[src/rtl/instruction_fetch_unit_pkg.sv]
// Shared types and constants for the IF stage of the 16-bit THCO-MIPS pipeline.
// Holds the PC width, the default bubble instruction, the fetch FSM encoding and the fetch-response bundle.
package instruction_fetch_unit_pkg;

    localparam int PC_W = 16;

    localparam logic [PC_W-1:0] NOP_INSTR = 16'h0800;

    typedef enum logic [1:0] {
        ST_IDLE = 2'd0,
        ST_REQ  = 2'd1,
        ST_WAIT = 2'd2,
        ST_HOLD = 2'd3
    } if_state_e;

    typedef struct packed {
        logic [PC_W-1:0] pc;
        logic [PC_W-1:0] instr;
    } fetch_rsp_t;

endpackage

[src/rtl/instruction_fetch_unit_skid.sv]
// if_skid_buffer: 1-entry holding register for a fetch response that returns while IF/ID is stalled.
// Ports: clk, rst_n (async active-low), load/drain/clear controls, din/dout (fetch_rsp_t), full.
module if_skid_buffer
    import instruction_fetch_unit_pkg::*;
(
    input  logic       clk,
    input  logic       rst_n,
    input  logic       load,
    input  logic       drain,
    input  logic       clear,
    input  fetch_rsp_t din,
    output fetch_rsp_t dout,
    output logic       full
);

    fetch_rsp_t data_q, data_d;
    logic       full_q, full_d;

    // clear (redirect) wins over load and drain
    always_comb begin
        data_d = data_q;
        full_d = full_q;
        if (clear) begin
            full_d = 1'b0;
        end else if (load) begin
            data_d = din;
            full_d = 1'b1;
        end else if (drain) begin
            full_d = 1'b0;
        end
    end

    always_ff @(posedge clk or negedge rst_n) begin
        if (!rst_n) begin
            data_q <= '0;
            full_q <= 1'b0;
        end else begin
            data_q <= data_d;
            full_q <= full_d;
        end
    end

    assign dout = data_q;
    assign full = full_q;

endmodule

[src/rtl/instruction_fetch_unit.sv]
// IF stage: owns the PC, fetches over a req/valid handshake (one outstanding) and fills IF/ID.
// Ports: clk, rst (async active-low), stall, redirect/redirect_pc, MemConflict,
//   im_req/im_addr/im_rdata/im_valid (instruction memory), if_pc/if_pc_next/if_instr/if_valid (IF/ID).
// Optional macro IF_PERF_CNT_EN adds perf_fetch_cnt and perf_bubble_cnt outputs.
module instruction_fetch_unit #(
    parameter logic [15:0] START_PC  = 16'h0000,
    parameter logic [15:0] PC_STEP   = 16'h0001,
    parameter logic [15:0] NOP_INSTR = instruction_fetch_unit_pkg::NOP_INSTR
) (
    input  logic        clk,
    input  logic        rst,
    input  logic        stall,
    input  logic        redirect,
    input  logic [15:0] redirect_pc,
    input  logic        MemConflict,
    output logic        im_req,
    output logic [15:0] im_addr,
    input  logic [15:0] im_rdata,
    input  logic        im_valid,
    output logic [15:0] if_pc,
    output logic [15:0] if_pc_next,
    output logic [15:0] if_instr,
    output logic        if_valid
`ifdef IF_PERF_CNT_EN
    ,
    output logic [31:0] perf_fetch_cnt,
    output logic [31:0] perf_bubble_cnt
`endif
);

    import instruction_fetch_unit_pkg::if_state_e;
    import instruction_fetch_unit_pkg::fetch_rsp_t;
    import instruction_fetch_unit_pkg::ST_IDLE;
    import instruction_fetch_unit_pkg::ST_REQ;
    import instruction_fetch_unit_pkg::ST_WAIT;
    import instruction_fetch_unit_pkg::ST_HOLD;

    if_state_e   state_q, state_d;
    logic [15:0] pc_q, pc_d;
    logic [15:0] if_pc_q, if_pc_d;
    logic [15:0] if_pc_next_q, if_pc_next_d;
    logic [15:0] if_instr_q, if_instr_d;
    logic        if_valid_q, if_valid_d;
    logic        stale_q, stale_d;

    logic        skid_load, skid_drain, skid_clear, skid_full;
    fetch_rsp_t  skid_din, skid_dout;
    fetch_rsp_t  cons_src;
    logic        bubble, consume;

    if_skid_buffer u_skid (
        .clk   (clk),
        .rst_n (rst),
        .load  (skid_load),
        .drain (skid_drain),
        .clear (skid_clear),
        .din   (skid_din),
        .dout  (skid_dout),
        .full  (skid_full)
    );

    // State register
    always_ff @(posedge clk or negedge rst) begin
        if (!rst) begin
            state_q <= ST_IDLE;
        end else begin
            state_q <= state_d;
        end
    end

    // Next-state logic; redirect overrides everything else
    always_comb begin
        state_d = state_q;
        unique case (state_q)
            ST_IDLE: state_d = ST_REQ;
            ST_REQ:  if (im_req) state_d = ST_WAIT;
            ST_WAIT: if (im_valid) state_d = (stall && !stale_q) ? ST_HOLD : ST_REQ;
            ST_HOLD: if (!stall) state_d = ST_REQ;
        endcase
        if (redirect) begin
            // an unreturned request keeps us in WAIT so its response can be dropped
            state_d = (state_q == ST_WAIT && !im_valid) ? ST_WAIT : ST_REQ;
        end
    end

    // Output and datapath logic
    always_comb begin
        // redirect masks the request so no response can land outside WAIT
        im_req  = (state_q == ST_REQ) && !MemConflict && !redirect;
        im_addr = pc_q;

        pc_d         = pc_q;
        if_pc_d      = if_pc_q;
        if_pc_next_d = if_pc_next_q;
        if_instr_d   = if_instr_q;
        if_valid_d   = if_valid_q;
        stale_d      = stale_q;
        skid_load    = 1'b0;
        skid_drain   = 1'b0;
        skid_clear   = 1'b0;
        skid_din     = '{pc: pc_q, instr: im_rdata};
        cons_src     = '{pc: pc_q, instr: im_rdata};
        bubble       = 1'b0;
        consume      = 1'b0;

        if (redirect) begin
            pc_d       = redirect_pc;
            bubble     = 1'b1;
            skid_clear = 1'b1;
            stale_d    = (state_q == ST_WAIT) && !im_valid;
        end else begin
            unique case (state_q)
                ST_IDLE: ;
                ST_REQ: bubble = !stall;
                ST_WAIT: begin
                    if (im_valid && stale_q) begin
                        stale_d = 1'b0;
                        bubble  = !stall;
                    end else if (im_valid && !stall) begin
                        consume = 1'b1;
                        pc_d    = pc_q + PC_STEP;
                    end else if (im_valid) begin
                        skid_load = 1'b1;
                    end else begin
                        bubble = !stall;
                    end
                end
                ST_HOLD: begin
                    if (!stall && skid_full) begin
                        consume    = 1'b1;
                        cons_src   = skid_dout;
                        skid_drain = 1'b1;
                        pc_d       = pc_q + PC_STEP;
                    end
                end
            endcase
        end

        if (bubble) begin
            if_instr_d = NOP_INSTR;
            if_valid_d = 1'b0;
        end
        if (consume) begin
            if_pc_d      = cons_src.pc;
            if_pc_next_d = cons_src.pc + PC_STEP;
            if_instr_d   = cons_src.instr;
            if_valid_d   = 1'b1;
        end
    end

    always_ff @(posedge clk or negedge rst) begin
        if (!rst) begin
            pc_q         <= START_PC;
            if_pc_q      <= 16'h0000;
            if_pc_next_q <= 16'h0000;
            if_instr_q   <= NOP_INSTR;
            if_valid_q   <= 1'b0;
            stale_q      <= 1'b0;
        end else begin
            pc_q         <= pc_d;
            if_pc_q      <= if_pc_d;
            if_pc_next_q <= if_pc_next_d;
            if_instr_q   <= if_instr_d;
            if_valid_q   <= if_valid_d;
            stale_q      <= stale_d;
        end
    end

    assign if_pc      = if_pc_q;
    assign if_pc_next = if_pc_next_q;
    assign if_instr   = if_instr_q;
    assign if_valid   = if_valid_q;

`ifdef IF_PERF_CNT_EN
    logic [31:0] fetch_cnt_q, fetch_cnt_d;
    logic [31:0] bubble_cnt_q, bubble_cnt_d;

    always_comb begin
        fetch_cnt_d  = fetch_cnt_q + {31'd0, consume};
        bubble_cnt_d = bubble_cnt_q + {31'd0, bubble};
    end

    always_ff @(posedge clk or negedge rst) begin
        if (!rst) begin
            fetch_cnt_q  <= 32'd0;
            bubble_cnt_q <= 32'd0;
        end else begin
            fetch_cnt_q  <= fetch_cnt_d;
            bubble_cnt_q <= bubble_cnt_d;
        end
    end

    assign perf_fetch_cnt  = fetch_cnt_q;
    assign perf_bubble_cnt = bubble_cnt_q;
`endif

endmodule

[config.mk]
export PLATFORM = sky130hd
export DESIGN_NAME = instruction_fetch_unit
export DESIGN_NICKNAME = d
export VERILOG_FILES = /design/src/rtl/instruction_fetch_unit_pkg.sv /design/src/rtl/instruction_fetch_unit_skid.sv /design/src/rtl/instruction_fetch_unit.sv
export SDC_FILE = /design/constraint.sdc
export NUM_CORES = 1
export LEC_CHECK = 0
export ABC_AREA = 1
export BUFFER_PORTS_ARGS = -buffer_cell sky130_fd_sc_hd__buf_4
export CAP_MARGIN = 30
export CORE_UTILIZATION = 53
export DETAILED_ROUTE_END_ITERATION = 10
export HOLD_SLACK_MARGIN = 0.08
export PLACE_DENSITY = 0.8
export SLEW_MARGIN = 20
export SYNTH_ARGS = -nofsm -noshare
export SYNTH_HDL_FRONTEND = slang
export SYNTH_SLANG_ARGS = --single-unit
export TNS_END_PERCENT = 1
[constraint.sdc]
create_clock -name clk -period 2.8 [get_ports clk]
set_clock_uncertainty 0.2 [all_clocks]
set_input_delay 0.56 -clock clk [delete_from_list [all_inputs] [get_ports clk]]
set_output_delay 0.56 -clock clk [all_outputs]
set_load 0.1 [all_outputs]
After elaboration in Yosys (flattened, before gate mapping)
Cells that the tools add are included.
{ "word_totals": {"regBits": 101, "latchBits": 0, "mem_bits_rw": 0, "romBits": 0, "in_bits": 38, "out_inout_bits": 66, "wordCells": 87, "memories": 0} }
{ "classes": {"addsub": 2, "n_mul": 0, "n_div": 0, "n_lt_le_gt_ge": 0, "n_eq_ne": 9, "shift": 0, "mux": 43, "bitwise_logic": 1, "reduce_logical": 22} }
{ "ops": {"columns": ["cell", "count"], "rows": [
  ["two-way mux 16 bit", 6],
  ["two-way mux 32 bit", 3],
  ["adder 16 x 1 -> 16 bit (second input constant)", 2],
  ["case mux 16 bit (2 select lines)", 1],
  ["two-way mux 1 bit", 24],
  ["!= test 3 bit (second input constant)", 5],
  ["two-way mux 2 bit", 6],
  ["case mux 2 bit (4 select lines)", 1],
  ["logical AND 1 bit", 7],
  ["nonzero test 2 bit", 3],
  ["nonzero test 3 bit", 2],
  ["logical NOT 1 bit", 5],
  ["== test 2 bit (second input constant)", 2],
  ["case mux 1 bit (2 select lines)", 2],
  ["AND reduction 2 bit", 2],
  ["AND reduction 4 bit", 1],
  ["!= test 3 x 2 -> 1 bit (second input constant)", 1],
  ["AND reduction 3 bit", 1],
  ["== test 2 x 1 -> 1 bit (second input constant)", 1],
  ["logical NOT 2 bit", 1],
  ["inverter 1 bit", 1]
]} }

Depth between registers and ports, before layout
{ "logic_depth": {"ltp_word": 8, "ltp_mapped": 16} }

Modules after synthesis
Synthesis repeated with hierarchy kept, for this count alone.
{ "hier_totals": {"hier_cells": 668, "hier_area_um2": 5270.1} }
{ "by_module_without_submodules": {"columns": ["module", "instances", "cells_per_inst", "area_per_inst_um2", "seq_area_each_um2"], "rows": [
  ["instruction_fetch_unit", 1, 524, 3857.4, 1702.9],
  ["if_skid_buffer", 1, 144, 1412.6, 825.8]
]} }

Least setup slack after synthesis
OpenSTA, ideal clock, no wires.
{ "synth_path": {"kind": "in2out", "start": "input port redirect", "end": "output port im_req", "arrival_time_ps": 2446, "t_required_ps": 2040, "path_slack_ps": -406, "cell_stages": 5, "path_cell_list": "buf_6 > clkinv_1 > clkbuf_1 > nand2_1 > nor2_1"} }
{ "synth_via": {"elab_chain_len": 2} }
{ "synth_lines": {"columns": ["item", "line", "text"], "rows": [
  ["start, declared", "instruction_fetch_unit.sv:13", "input logic redirect,"],
  ["logical NOT 1 bit", "instruction_fetch_unit.sv:89", "im_req = (state_q == ST_REQ) && !MemConflict && !redirect;"],
  ["logical AND 1 bit", "instruction_fetch_unit.sv:89", null],
  ["end, declared", "instruction_fetch_unit.sv:16", "output logic im_req,"]
]} }
No other way between the ends.

Worst setup path in the final report
{ "layout_path": {"start": "register state_q[0]", "end": "register if_pc_next_q[15] (netlist: if_pc_next[15])"} }
{ "layout_via": {"elab_chain_len": 4, "word_cells_on_any_way": 7, "cone_classes": "add/sub: 1; eq/ne: 2; mux: 4"} }
{ "layout_lines": {"columns": ["item", "line", "text"], "rows": [
  ["start, declared", "instruction_fetch_unit.sv:38", "if_state_e state_q, state_d;"],
  ["start signal, assigned", "instruction_fetch_unit.sv:67", "state_q <= state_d;"],
  ["== test 2 bit", "instruction_fetch_unit.sv:112", "unique case (state_q)"],
  ["two-way mux 32 bit", "instruction_fetch_unit.sv:112", null],
  ["two-way mux 32 bit", "instruction_fetch_unit.sv:106", "if (redirect) begin"],
  ["adder 16 x 1 -> 16 bit", "instruction_fetch_unit.sv:145", "if_pc_next_d = cons_src.pc + PC_STEP;"],
  ["end signal, assigned", "instruction_fetch_unit.sv:162", "if_pc_next_q <= if_pc_next_d;"],
  ["end, declared", "instruction_fetch_unit.sv:41", "logic [15:0] if_pc_next_q, if_pc_next_d;"]
]} }
Parallel ways exist; a longest one is shown, timed or not.
A chain may end at the register's enable or synchronous reset.

==> flow_summary.ini <==
[outcome]
status = completed

[clock_tree]
htreeDepth = 3
clockBufferDepth = 2
clkSinkCount = 101
clk-insertion-delay-late_ns = 0.37
clkTransAtPathRegs_ns = 0.11
cts_buffers = 9
postCtsSetupBuffers = 0
cts_root_buf = clkbuf_8
ctsResizeCount = 0
cts_tree = yes

[place]
io_buffer_count = 103
gp_congestion = 0.9338
dp_slack_ns = 0.2689
place_area_um2 = 6097
dp_hpwl_um = 9174

[pwr]
leakagePower_nw = 3.230
irDropWorstVdd_v = 0.0007676
p_per_area_nw_per_um2 = 1162

[worst_hold_path]
hold_class = input pin to flip-flop
hp-start = im_rdata[12]
whs_path_depth = 3
hold_end = u_skid.dout[12]

[yosys]
synth.most_common_cell = nand2_1
ys_types = 38
post_synth_inst_count = 655
ys_async_sr_fraction_pct = 100.0
synth_area_per_cell_um2 = 7.948
netlist_area_um2 = 5206
synth_top_area_share_pct = 48.07
yosys-top-cells-count = nand2_1, dfrtp_1, o21ai_0
synthFlopType = dfrtp_1
ys_seq_area_share_pct = 48.57
yosys_warnings = 0
synth_nets = 697
synth_top_area_cell = dfrtp_1
synth-edff-count = 0
yosys-top-cells-area = dfrtp_1, nand2_1, o21ai_0, inv_1, nand3_1
ys_seq_elements = 101

[timing]
finalSetupViolCount = 0
relSlewSlack_pct = 57.19
hold_ws_ns = 0.1833
setup_tns_ns = 0
period_share_pct = 86.98
max_freq_mhz = 410.6
slew_viol_final = 0
rsz0062_at_grt = false
worstMarginPinSlew_ns = 0.6415
fin_crit_ns = 2.435
setup_slack_ns = 0.3647
final_hold_viol_count = 0

[critical_path]
endpoint_kind = flip-flop
slowest_delay_ns = 0.42
start_kind = flip-flop
crit_path_cell_trace = ha_1 > inv_1 > nor2_2 > nand2_4 > buf_4 > clkinv_1 > o21ai_0 > nand2_1 > inv_1 > nand2_1 > nand3_1
arrival_ns = 2.54
rr_worst_depth = 11
critPathKind = flip-flop to flip-flop
r2r_end = if_pc_next[15]
reg2reg_from = state_q[0]
path_max_fanout = 25
required_ns = 2.91
rrSetupSlack_ns = 0.36
slowest_stage = dfrtp_1

[routing]
viasPerCell = 5.426
drc_errors = 0
wirelength_um = 12480
antenna_left = 0
vias = 4818
drt_first_pass_iters = 5
wl_per_cell_um = 14.05
drt_iter0_markers = 325

[floorplanning]
ios = 104
die_h_um = 101.1
start_util_pct = 55.55
die_width_um = 101.1
rows = 35
die_area_um2 = 10220
core_um2 = 9371

[layout]
syn2layout_area_growth_pct = 21.22
fillCellCount = 828
fin_area_um2 = 6311
antenna_cells = 0
multi_input_area_um2 = 2310
regArea_um2 = 2529
post-route-util_pct = 67.34
nNetsFinal = 796
drive_gt1_share_pct = 22.40

[run]
drv_cap = 0

[global_routing]
gr-total-overflow = 0
grt_pass1_vias = 4531
track_usage_pct = 26.03
grt_pass1_wl_um = 20930
grt_max_degree = 44
antenna_found_initial = 0
==> worst max path at each step <==
stage	start	endpoint	slack (ns)	cells after the start
final	state_q[0]	if_pc_next[15]	0.36	11
after detailed placement	redirect	if_pc_next[10]	0.27	11
after CTS	state_q[0]	if_pc_next[15]	0.40	11
after global placement	redirect	if_pc_next[15]	0.31	9
after floorplan	redirect	im_req	0.04	5
after global routing	state_q[0]	if_pc_next[15]	0.16	11
==> sequential cells by signal, indices dropped and copies added, names as in the netlist <==
name / cells
u_skid.dout: 32
if_instr: 16
if_pc: 16
if_pc_next: 16
im_addr: 16
state_q: 2
if_valid: 1
stale_q: 1
u_skid.full: 1
==> routing by layer <==
layer  up-vias  share of wire (%)  track usage (%)  wire [um]
li1       2339                  -                -          -
met1      2252                 45            35.75       5585
met2       204                 47            41.44       5804
met3        23                6.4            4.300        797
met4         0                2.3            10.37        289
met5         -                  0                0          0
==> cell families after synthesis <==
family,after synthesis,share of synthesized area (%)
AOI/OAI and AO/OA,118,13.87
xor gates and xnor gates,2,0.3365
adders and majority gates,4,0.9613
buffers and inverters,88,7.114
DFF,101,48.57
and+or+nand+nor,342,29.15
==> critical path, delay by kind of cell (launching register included) <==
kind | cells | cell delay [ns]
AO/OA/AOI/OAI | 1 | 0.34
adder cells (fa/ha/maj) | 1 | 0.22
buffers and inverters | 4 | 0.66
flip-flops | 1 | 0.42
AND/OR/NAND/NOR | 5 | 0.52
==> timing repair <==
action                                 CTS  global route
setup endpoints to repair                0             0
hold buffers                             1             0
endpoints found under the hold margin   40             0
==> power breakdown <==
group,switching [W],internal (W)
clock,0.000537,0.000428
sequential,0.000352,0.00195
combinational,0.00319,0.000874
==> layout by cell type, fill, tap and decap left out, types with 14 or more instances in the layout <==
cell / netlist / final
dfrtp_1: 100 / 100
nand2_1: 212 / 212
buf_4: 3 / 113
nand2_2: 14 / 14
inv_1: 54 / 54
nor2_1: 42 / 41
a21oi_1: 16 / 16
o211ai_1: 16 / 16
o21ai_0: 56 / 56
nand3_1: 39 / 39
==> cell type report <==
class,instances,share of cell area [%]
clock buffer,9,1.963
clock inverter,7,1.269
inverter,61,3.628
multi-input combinational,466,36.60
sequential,101,40.07
tap,129,2.557
timing repair buffer,115,13.92
==> stage by stage <==
step | std cells | power, W
after floorplan | 655 | 0.005450
after global placement | 871 | 0.006298
after detailed placement | 871 | 0.006380
after CTS | 888 | 0.007348
after global routing | 888 | 0.007706
final | 888 | 0.007334
Note: power is estimated with default switching activity, not from simulation.
